**src/rtl/eq_band_driver.sv**
```systemverilog
// eq_band_driver: initiator for a cascade of peaking biquad bands.
// Each accepted PCM sample is stepped through every band in turn over a
// shared Q15 data bus. Pending per-band gain updates are issued as set
// strobes while no sample is in flight. The final band output is
// saturated to 16 bits.
module eq_band_driver #(
  parameter int N_BANDS    = 3,
  parameter int BAND_W     = 2,
  parameter int SETTLE_CYC = 1,
  parameter int SET_WAIT   = 3,
  parameter int GAIN_MAX   = 12
) (
  input  logic                    i_clk,
  input  logic                    i_rst,
  input  logic                    i_sample_valid,
  input  logic [15:0]             i_sample,
  output logic                    o_ready,
  output logic                    o_overrun,
  input  logic                    i_gain_we,
  input  logic [BAND_W-1:0]       i_gain_band,
  input  logic [15:0]             i_gain_val,
  output logic [N_BANDS-1:0]      o_set,
  output logic [15:0]             o_gain,
  output logic [N_BANDS-1:0]      o_next,
  output logic [31:0]             o_data,
  input  logic [32*N_BANDS-1:0]   i_band_data,
  output logic                    o_out_valid,
  output logic [15:0]             o_out
);

  // One shared down-counter serves both the settle and the set-busy waits.
  localparam int CNT_MAX = (SETTLE_CYC > SET_WAIT) ? SETTLE_CYC : SET_WAIT;
  localparam int CNT_W   = (CNT_MAX > 1) ? $clog2(CNT_MAX) : 1;
  localparam logic signed [15:0] GMAX = 16'(GAIN_MAX);
  localparam logic [N_BANDS-1:0] ONE  = N_BANDS'(1);

  typedef enum logic [2:0] {
    S_IDLE, S_SET, S_SET_WAIT, S_NEXT_HI, S_NEXT_LO, S_SETTLE, S_OUT
  } state_t;

  state_t              state_q;
  logic [BAND_W-1:0]   k_q;
  logic [CNT_W-1:0]    cnt_q;
  logic [N_BANDS-1:0]  pend_q;
  logic [15:0]         gain_q [N_BANDS];
  logic [N_BANDS-1:0]  set_q;
  logic [15:0]         gain_out_q;
  logic [N_BANDS-1:0]  next_q;
  // data_q doubles as the running sample while it walks the cascade; the
  // value leaving the last band goes straight into out_q.
  logic [31:0]         data_q;
  logic                out_valid_q;
  logic [15:0]         out_q;

  logic [31:0]         band_word [N_BANDS];
  logic [31:0]         band_cur_d;
  logic [15:0]         gain_clamp_d;
  logic                gain_hit_d;
  logic [BAND_W-1:0]   low_d;
  logic [15:0]         gain_fwd_d;

  function automatic logic [15:0] sat16(input logic [31:0] w);
    if ($signed(w) > 32'sd32767)
      return 16'h7FFF;
    else if ($signed(w) < -32'sd32768)
      return 16'h8000;
    else
      return w[15:0];
  endfunction

  for (genvar gi = 0; gi < N_BANDS; gi++) begin : g_band
    assign band_word[gi] = i_band_data[32*gi +: 32];
  end

  assign band_cur_d = band_word[k_q];
  assign gain_hit_d = i_gain_we && (32'(i_gain_band) < N_BANDS);

  // Clamp the requested gain to the symmetric +/-GAIN_MAX window.
  always_comb begin
    gain_clamp_d = i_gain_val;
    if ($signed(i_gain_val) > GMAX)
      gain_clamp_d = GMAX;
    else if ($signed(i_gain_val) < -GMAX)
      gain_clamp_d = -GMAX;
  end

  // Lowest-numbered pending band is serviced first.
  always_comb begin
    low_d = '0;
    for (int i = N_BANDS - 1; i >= 0; i--)
      if (pend_q[i]) low_d = BAND_W'(i);
  end

  // A write landing in the cycle the set is launched must win, so forward it.
  assign gain_fwd_d = (gain_hit_d && (i_gain_band == low_d)) ? gain_clamp_d
                                                               : gain_q[low_d];

  // Sequencer FSM plus gain bookkeeping; strobe outputs are registered.
  always_ff @(posedge i_clk or posedge i_rst) begin
    if (i_rst) begin
      state_q     <= S_IDLE;
      k_q         <= '0;
      cnt_q       <= '0;
      pend_q      <= '0;
      for (int i = 0; i < N_BANDS; i++) gain_q[i] <= '0;
      set_q       <= '0;
      gain_out_q  <= '0;
      next_q      <= '0;
      data_q      <= '0;
      out_valid_q <= 1'b0;
      out_q       <= '0;
    end else begin
      set_q       <= '0;
      gain_out_q  <= '0;
      next_q      <= '0;
      out_valid_q <= 1'b0;

      case (state_q)
        S_IDLE: begin
          if (i_sample_valid) begin
            k_q     <= '0;
            data_q  <= {{16{i_sample[15]}}, i_sample};
            next_q  <= ONE;
            state_q <= S_NEXT_HI;
          end else if (|pend_q) begin
            k_q        <= low_d;
            set_q      <= ONE << low_d;
            gain_out_q <= gain_fwd_d;
            state_q    <= S_SET;
          end
        end
        S_SET: begin
          cnt_q   <= CNT_W'(SET_WAIT - 1);
          state_q <= S_SET_WAIT;
        end
        S_SET_WAIT: begin
          if (cnt_q == '0)
            state_q <= S_IDLE;
          else
            cnt_q <= cnt_q - CNT_W'(1);
        end
        S_NEXT_HI: begin
          state_q <= S_NEXT_LO;
        end
        S_NEXT_LO: begin
          cnt_q   <= CNT_W'(SETTLE_CYC - 1);
          state_q <= S_SETTLE;
        end
        S_SETTLE: begin
          if (cnt_q != '0) begin
            cnt_q <= cnt_q - CNT_W'(1);
          end else if (32'(k_q) < N_BANDS - 1) begin
            k_q     <= k_q + BAND_W'(1);
            data_q  <= band_cur_d;
            next_q  <= ONE << (k_q + BAND_W'(1));
            state_q <= S_NEXT_HI;
          end else begin
            out_q       <= sat16(band_cur_d);
            out_valid_q <= 1'b1;
            state_q     <= S_OUT;
          end
        end
        S_OUT: begin
          state_q <= S_IDLE;
        end
        default: state_q <= S_IDLE;
      endcase

      // The issued band is cleared, but a write in the same cycle re-arms it.
      if (state_q == S_SET) pend_q[k_q] <= 1'b0;
      if (gain_hit_d) begin
        gain_q[i_gain_band] <= gain_clamp_d;
        pend_q[i_gain_band] <= 1'b1;
      end
    end
  end

  assign o_ready     = (state_q == S_IDLE);
  assign o_overrun   = i_sample_valid && (state_q != S_IDLE);
  assign o_set       = set_q;
  assign o_gain      = gain_out_q;
  assign o_next      = next_q;
  assign o_data      = data_q;
  assign o_out_valid = out_valid_q;
  assign o_out       = out_q;

endmodule

```
**config.mk**
```make
export PLATFORM = sky130hd
export DESIGN_NAME = eq_band_driver
export DESIGN_NICKNAME = d
export VERILOG_FILES = /design/src/rtl/eq_band_driver.sv
export SDC_FILE = /design/constraint.sdc
export NUM_CORES = 1
export LEC_CHECK = 0
export CORE_MARGIN = 2
export CORE_UTILIZATION = 49
export CTS_BUF_LIST = sky130_fd_sc_hd__clkbuf_8
export DETAILED_ROUTE_END_ITERATION = 8
export HOLD_SLACK_MARGIN = 0.06
export PLACE_DENSITY = 0.84
export SYNTH_ARGS = -nofsm -noshare
export SYNTH_HDL_FRONTEND = slang
export SYNTH_SLANG_ARGS = --single-unit
```
**constraint.sdc**
```tcl
create_clock -name i_clk -period 8.8 [get_ports i_clk]
set_clock_uncertainty 0.15 [all_clocks]
set_input_delay 1.76 -clock i_clk [delete_from_list [all_inputs] [get_ports i_clk]]
set_output_delay 1.76 -clock i_clk [all_outputs]
set_load 0.005 [all_outputs]
```
After elaboration in Yosys (flattened, before gate mapping)
Index checks and enable logic that the tools add are counted.

Bits in registers: 129. Memories: 0. Memory bits (read-only): 0. Word-level logic and storage cells: 124. Bits of input ports: 134. Latch bits: 0. RAM bits: 0.

Order comparisons: 14. Add/subtract/negate cells: 2. Multipliers: 0. Shift operators: 2. Mux-type cells: 54. Reductions and logical operators: 18. Eq/ne operators: 13. Bitwise logic cells: 8. Div/mod/pow operators: 0.

Operators with widths (number): 16-bit two-way mux (11); 32-bit two-way mux (5); 32-bit binary-select mux with 2-bit select (1); 32-bit case mux with 2 select lines (1); 48-bit bitwise mux (1); 3-bit two-way mux (12); 16-bit binary-select mux with 2-bit select (1); 16-bit demux with 2-bit select (1); 32-bit by 16-bit greater-than comparator with 1-bit output, second input constant (1); 32-bit by 16-bit less-than comparator with 1-bit output, second input constant (1); 2-bit two-way mux (9); 3-bit case mux with 6 select lines (1); 16-bit by 5-bit greater-than comparator with 1-bit output, second input constant (1); 16-bit by 5-bit less-than comparator with 1-bit output, second input constant (1); 2-bit inequality test, second input constant (6); 3-bit >= comparator, second input constant (3); 2-bit NOT with 3-bit output (3); 3-bit AND reduction (3); 2-bit case mux with 4 select lines (1); 4-bit AND reduction (2); 3-bit by 2-bit == test with 1-bit output, second input constant (2); 3-bit == test, second input constant (2); 1-bit logical AND (6); 2-bit by 3-bit less-than comparator with 1-bit output, second input constant (2); other kinds (23) (34).

Depth between registers and ports, before layout
Gate-level depths: netlist (run 1).

Word-level depth: 11. Mapped depth: 9.

Worst setup path before layout (run 1)
OpenSTA, ideal clock, no wires.

Path type: in2out. Start point: input i_sample_valid. End point: output o_overrun. Path buffers: 0. Required time: 6.890 ns. Slack: 4.999 ns. Stages on the path: 1. Arrival time: 1.891 ns. Path through: nor2b_1.

Longest elaborated chain between the ends: 1.

Ends and longest elaborated chain: from (decl) (RTL line 15) `input logic i_sample_valid,`; 1-bit logical AND (RTL line 179) `assign o_overrun = i_sample_valid && (state_q != S_IDLE);`; to (decl) (RTL line 18) `output logic o_overrun,`.

Every way passes these cells.

Worst setup path in the final report (run 1)
Ends and elaborated chain as after synthesis.

==> results.md, run 1 <==
* complete, no violations — run status
* 0% — post-synthesis share of cell area spent on xor and xnor gates
* 0 — Hold Fails Final Rpt
* 0 — number of flops mapped to enable cells by yosys
* i_sample_valid — Worst Setup SP
* primary input — startpoint class of the critical path
* 4.93 ns — minimum clock period
* 3.02 ns — critical path arrival
* 50 — count of distinct cell types in the synthesized netlist
* gain_q[25] — startpoint of the tightest hold check path
* 18.2 mm — total wire length
* 44.0% — met2 routing resource usage after global routing
* 3.88 ns — worst slack at placement
* 129 — clock sinks
* 2 — hold path cells
* 0.07 ns — clock-pin slew on the worst setup and hold paths
* clkdlybuf4s50_1 > nor2b_1 > clkdlybuf4s50_1 — series of cell instances along the critical path
* 0 — ANT cells
* 2 — count of buffering cells on the critical path with inverters included
* 0 — count of unresolved DRC violations after routing
* sky130_fd_sc_hd__dfrtp_1 (129), sky130_fd_sc_hd__o21ai_0 (129), sky130_fd_sc_hd__nand2_1 (115) — top cells by instance count after synthesis
* 29.8 mm — wire length of the first global-routing pass
* 0.203 GHz — achievable frequency
* 0 — number of max-capacitance violations reported
* met2 — global routing's busiest layer
* 0.60 ns — maximum single-stage delay on the critical path
* 8640 um^2 — Post-Place Cell Area
* 38.2% — area growth from synthesis to layout
* 279 nW/um^2 — Power Density
* 3030 um^2 — area occupied by multi-input gates
* no — unrepaired setup endpoints after global routing
* 0 — Setup Viol. Count Final
* 6.18% — met3 global-route usage
* 0.915 — final estimated routing congestion in global placement
* 3.87 ns — worst setup slack after layout
* 56.0% — post-route clock period utilization
* 0 — number of nets with antenna violations after routing
* 1.15% — adder and majority gate portion of the synthesized area
* buffers and inverters — crit-path leading delay family
* 13,100 um^2 — core region area
* 9.54 um^2 — syn avg cell area
* 0 — Hold-fix buffers, CTS
* 5,886 — via count
* 3230 um^2 — sequential cell area in the final layout
* 0 — antenna violations before repair
* 5.59 — Via-to-Cell Ratio
* 8.44% — fraction of layout cells with a size suffix above 1
* 685 — synthesized instance count
* 6.89 ns — required time reported for the critical path endpoint
* reg2reg — path class of the lowest-slack min-delay path
* 14.2% — simple-gate area share of the yosys netlist
* 4 — H-tree depth reported by CTS
* 0 — buffer count from post-CTS setup fixing
* sky130_fd_sc_hd__clkbuf_8 — Root Driver
* 100% — proportion of register bits with asynchronous set or reset after synthesis
* 0.333 ns — Worst Hold Margin
* o_out[15] — r2r endpoint
* 1,009 — count of filler cells inserted in the layout
* 120 um — floorplan die height
* primary output — kind of end point of the critical path
* 49.8% — starting utilization of the core area
* 7 — Reg2Reg Depth
* in2out — Crit Path Class
* built — TritonCTS clock tree
* sky130_fd_sc_hd__dfrtp_1 (49%), sky130_fd_sc_hd__o21ai_0 (9.9%), sky130_fd_sc_hd__mux2i_1 (9.6%), sky130_fd_sc_hd__nand2_1 (6.6%), sky130_fd_sc_hd__mux2_2 (2.6%) — ranking of synthesized cells by area
* 14,300 um^2 — die area
* 42 — Rows
* 9030 um^2 — post-layout instance area
* 529 — starting DRC count in detailed routing
* 17.3 um — per-cell routed wire length
* sky130_fd_sc_hd__dfrtp_1 — prevailing post-synth register cell
* 129 — Synth Register Bits
* 1.18 ns — actual slew at the worst max-slew pin
* 0.43 ns — Worst-Skew Late Latency
* 207 — boundary pin count
* 17 — number of buffers created by CTS
* 0 — # resized after CTS
* 2 — Longest Clk Path Bufs
* k_q[0] — Reg2Reg Launch Point
* 6,021 — vias in the first global route
* 20.9% — worst max-slew margin expressed relative to the limit
* sky130_fd_sc_hd__clkdlybuf4s50_1 — critical path's slowest cell
* 26.3% — Tot GR Track Use
* 6540 um^2 — Synth Cell Area
* 12.2% — share of synthesized area spent on multiplexers
* sky130_fd_sc_hd__clkdlybuf4s50_1 — Critical Path Most Common Cell
* 120 um — Die X-Extent
* 175 uV — Peak supply drop
* 49.4% — sequential share of the synthesized area
* sky130_fd_sc_hd__dfrtp_1 — area leader, netlist
* 12.9 mm — detailed placement HPWL
* 206 — I/O Buffers
* gain_q[25] — hold worst-path end
* 49.4% — top-area cell type share of the netlist area
* 7 — total iterations of the first detailed-routing run
* 0 — leftover overflow at the end of global routing
* 5.40 ns — FF-to-FF setup slack
* 68.8% — share of the core filled with cells in the final layout
* 33.0% — GR Layer Usage met1
* 7 — Worst Path Max Fanout
* compound AO/OA/AOI/OAI gates — dominant combinational cell family by area after synthesis
* 3.75 nW — cell leakage power
* 825 — synthesized netlist net count
* 0 — Final Max Tran Viols
* 18.5% — post-synthesis compound-gate area fraction
* 0 — number of warnings reported in the yosys synthesis log
* 0 ns — setup TNS
* 71 — pin count of the biggest net entering global routing
* 1,004 — final net count
==> per-layer routing <==
layer	up-vias	share of wire, %	wire [um]
met1	2824	40	7370
li1	2785	-	-
met5	-	0	0
met3	44	6.0	1100
met2	233	51	9220
met4	0	3.0	544
==> per-stage QoR <==
stage / power (mW) / instances
global route: 2.68 / 1053
finish: 2.52 / 1053
floorplan: 1.53 / 685
CTS: 2.53 / 1053
detailed placement: 2.02 / 1021
global placement: 1.96 / 1021
==> worst min-delay path: cells and delay by family (launching register included) <==
| kind | cells | cell delay (ns) |
|---|---|---|
| flip-flops | 1 | 0.35 |
| AO/OA/AOI/OAI | 1 | 0.06 |
| AND/OR/NAND/NOR | 1 | 0.04 |
==> power by group <==
group / internal [mW] / switching, mW / leakage [nW]
sequential: 0.772 / 0.122 / 1.63
combinational: 0.548 / 0.572 / 1.92
clock: 0.267 / 0.242 / 0.200
total: 1.59 / 0.936 / 3.75
==> flip-flops by register name, indices dropped and copies added, names as in the netlist, 3 cells and up <==
name,cells
gain_q,48
o_data,32
o_gain,16
o_out,16
o_next,3
o_set,3
pend_q,3
state_q,3
==> kinds of logic (layout without fill, tap and decap cells) <==
logic type / after synthesis / after routing
AOI/OAI and AO/OA: 200 / 200
adders and majority gates: 6 / 6
and+or+nand+nor: 208 / 208
muxes: 78 / 78
buffers and inverters: 64 / 256
DFF: 129 / 129
==> layout by cell type, fill, tap and decap left out, types with 4 or more instances in the layout <==
cell	instances
sky130_fd_sc_hd__clkdlybuf4s50_1	206
sky130_fd_sc_hd__o21ai_0	129
sky130_fd_sc_hd__dfrtp_1	128
sky130_fd_sc_hd__nand2_1	114
sky130_fd_sc_hd__mux2i_1	63
sky130_fd_sc_hd__nor2_1	44
sky130_fd_sc_hd__a21oi_1	24
sky130_fd_sc_hd__clkbuf_8	19
sky130_fd_sc_hd__o2bb2ai_1	16
sky130_fd_sc_hd__mux2_2	15
sky130_fd_sc_hd__inv_1	12
sky130_fd_sc_hd__nand4_1	9
sky130_fd_sc_hd__a221o_2	9
sky130_fd_sc_hd__nor4_1	8
sky130_fd_sc_hd__a221o_1	6
sky130_fd_sc_hd__ha_1	6
sky130_fd_sc_hd__buf_4	6
sky130_fd_sc_hd__nor2b_1	5
sky130_fd_sc_hd__nor3_1	4
==> worst max path at each step <==
stage                      to  slack [ns]  cells past startpoint
floorplan            cnt_q[0]        3.45                      1
global placement    o_overrun        3.89                      3
detailed placement  o_overrun        3.88                      3
CTS                 o_overrun        3.88                      3
global route        o_overrun        3.82                      3
finish              o_overrun        3.87                      3
==> layout make-up <==
cell class	instances	area share [%]
flip-flops and latches	129	35.7
well taps	176	2.44
inverters	12	0.526
clock buffers	19	2.89
clock inverters	13	1.51
multi-input cells	492	33.6
repair buffers	212	23.3
Note: power is estimated with default switching activity, not from simulation.
==> inputs of run 2 (changes only) <==
Settings changed: CORE_UTILIZATION 49 to 48, PLACE_DENSITY 0.84 to 0.82.
Clock period 8.8 ns to 4.75 ns, I/O delays scaled along.
==> run 2 against run 1 <==
Net effect: routed wire length is essentially flat; count of clock-buffer cells in the layout is the same; largest power group unchanged; cell count grew 0.19%; worst setup slack lost 2.5 ns; global-route usage shrank 0.33 points; sequential power grew 86%; largest cell class unchanged; core utilization shrank 0.89 points; via count grew 0.10%; clock power grew 73%; combinational power grew 85%; first-iteration DRC count shrank 37%.
==> results.md, run 2 (same netlist as run 1, synthesis figures left out) <==
* 1,007 — final net count
* gain_q[27] — hold worst-path end
* 1.19 ns — actual slew at the worst max-slew pin
* 4 — H-tree depth reported by CTS
* 70.6% — post-route clock period utilization
* 25.9% — Tot GR Track Use
* 0 — count of unresolved DRC violations after routing
* 0.335 ns — Worst Hold Margin
* 13 — Worst Path Max Fanout
* 0.66 ns — maximum single-stage delay on the critical path
* 207 — boundary pin count
* 0 — # resized after CTS
* 13,300 um^2 — core region area
* 6 — Reg2Reg Depth
* sky130_fd_sc_hd__clkdlybuf4s50_1 — commonest non-fill, non-tap cell in the layout
* 129 — clock sinks
* 9020 um^2 — post-layout instance area
* 2.25 ns — critical path arrival
* 42 — Rows
* 331 — starting DRC count in detailed routing
* 3.77 nW — cell leakage power
* 1.54 ns — FF-to-FF setup slack
* 76 — pin count of the biggest net entering global routing
* 18.2 mm — total wire length
* 1 — count of buffering cells on the critical path with inverters included
* 0 — buffer count from post-CTS setup fixing
* 0 — antenna violations before repair
* simple AND/OR/NAND/NOR gates — crit-path leading delay family
* 67.9% — share of the core filled with cells in the final layout
* 48 — Largest register FFs
* no — unrepaired setup endpoints after global routing
* 5,864 — vias in the first global route
* 2 — hold path cells
* 29.3 mm — wire length of the first global-routing pass
* 0 — Hold-fix buffers, CTS
* o_out[7] — r2r endpoint
* sky130_fd_sc_hd__nor3_1 — critical path's slowest cell
* 0 — Final Max Tran Viols
* 0.298 GHz — achievable frequency
* nor3_1 > clkdlybuf4s50_1 — series of cell instances along the critical path
* 0 — leftover overflow at the end of global routing
* 0 — Hold Fails Final Rpt
* 3.35 ns — minimum clock period
* flop — startpoint class of the critical path
* gain_q[27] — startpoint of the tightest hold check path
* 20.1% — worst max-slew margin expressed relative to the limit
* sky130_fd_sc_hd__clkbuf_8 — Root Driver
* 0 — ANT cells
* 2 — Longest Clk Path Bufs
* 8660 um^2 — Post-Place Cell Area
* reg2reg — path class of the lowest-slack min-delay path
* 511 nW/um^2 — Power Density
* 0 — Setup Viol. Count Final
* complete, no violations — run status
* 268 uV — Peak supply drop
* 206 — I/O Buffers
* state_q[1] — Reg2Reg Launch Point
* 0.892 — final estimated routing congestion in global placement
* reg2out — Crit Path Class
* 0.45 ns — Worst-Skew Late Latency
* 8.19% — fraction of layout cells with a size suffix above 1
* 14,600 um^2 — die area
* 121 um — floorplan die height
* 38.0% — area growth from synthesis to layout
* 3.65 ns — required time reported for the critical path endpoint
* sky130_fd_sc_hd__clkdlybuf4s50_1 (206), sky130_fd_sc_hd__o21ai_0 (129), sky130_fd_sc_hd__dfrtp_1 (128) — most used cells in the layout excluding fill and tap cells
* 121 um — Die X-Extent
* 0 — number of nets with antenna violations after routing
* 0.07 ns — clock-pin slew on the worst setup and hold paths
* 49.2% — starting utilization of the core area
* 17 — number of buffers created by CTS
* gain_q — Most flops, register
* 13.3 mm — detailed placement HPWL
* 0 ns — setup TNS
* 5.58 — Via-to-Cell Ratio
* 0 — number of max-capacitance violations reported
* built — TritonCTS clock tree
* 17.3 um — per-cell routed wire length
* 5 — total iterations of the first detailed-routing run
* primary output — kind of end point of the critical path
* 5,892 — via count
[run 2: per-stage QoR]
stage                     cells  worst slack [ns]  total power [mW]
after floorplan             685             0.209              2.83
after global placement     1024              1.26              3.66
after detailed placement   1024              1.11              3.74
after CTS                  1055              1.41              4.63
after global routing       1055              1.27              4.92
final                      1055              1.40              4.61
[run 2: worst min-delay path, delay by kind of cell (launching register included)]
family,cells,cell delay [ns]
DFF,1,0.35
AOI/OAI and AO/OA,1,0.06
and+or+nand+nor,1,0.05
[run 2: area by class of cell]
class	count	area (um^2)
well taps	176	220
flip-flops and latches	129	3230
clock inverters	12	104
fillers	1035	4270
inverters	12	47.5
multi-input cells	492	3030
repair buffers	215	2130
clock buffers	19	262
[run 2: report_power, final]
group | internal (mW) | switching (mW) | total (mW) | leakage, nW
registers | 1.43 | 0.228 | 1.66 | 1.63
logic | 1.02 | 1.06 | 2.07 | 1.94
clock network | 0.476 | 0.403 | 0.879 | 0.211
total | 2.93 | 1.69 | 4.61 | 3.77
[run 2: how the worst max path moves through the flow]
stage,from,end,depth (start not counted)
global route,state_q[0],o_ready,2
global placement,i_gain_val[8],o_gain[2],9
floorplan,i_rst,cnt_q[0],1
detailed placement,i_gain_val[8],o_gain[2],9
CTS,state_q[0],o_ready,2
finish,state_q[0],o_ready,2
[run 2: layer usage]
metal	share of wire, %	up-vias	track usage (%)
met5	0	-	0
met4	3.5	0	11.6
met3	5.1	54	6.89
met2	51	198	43.8
met1	40	2839	31.1
li1	-	2801	-
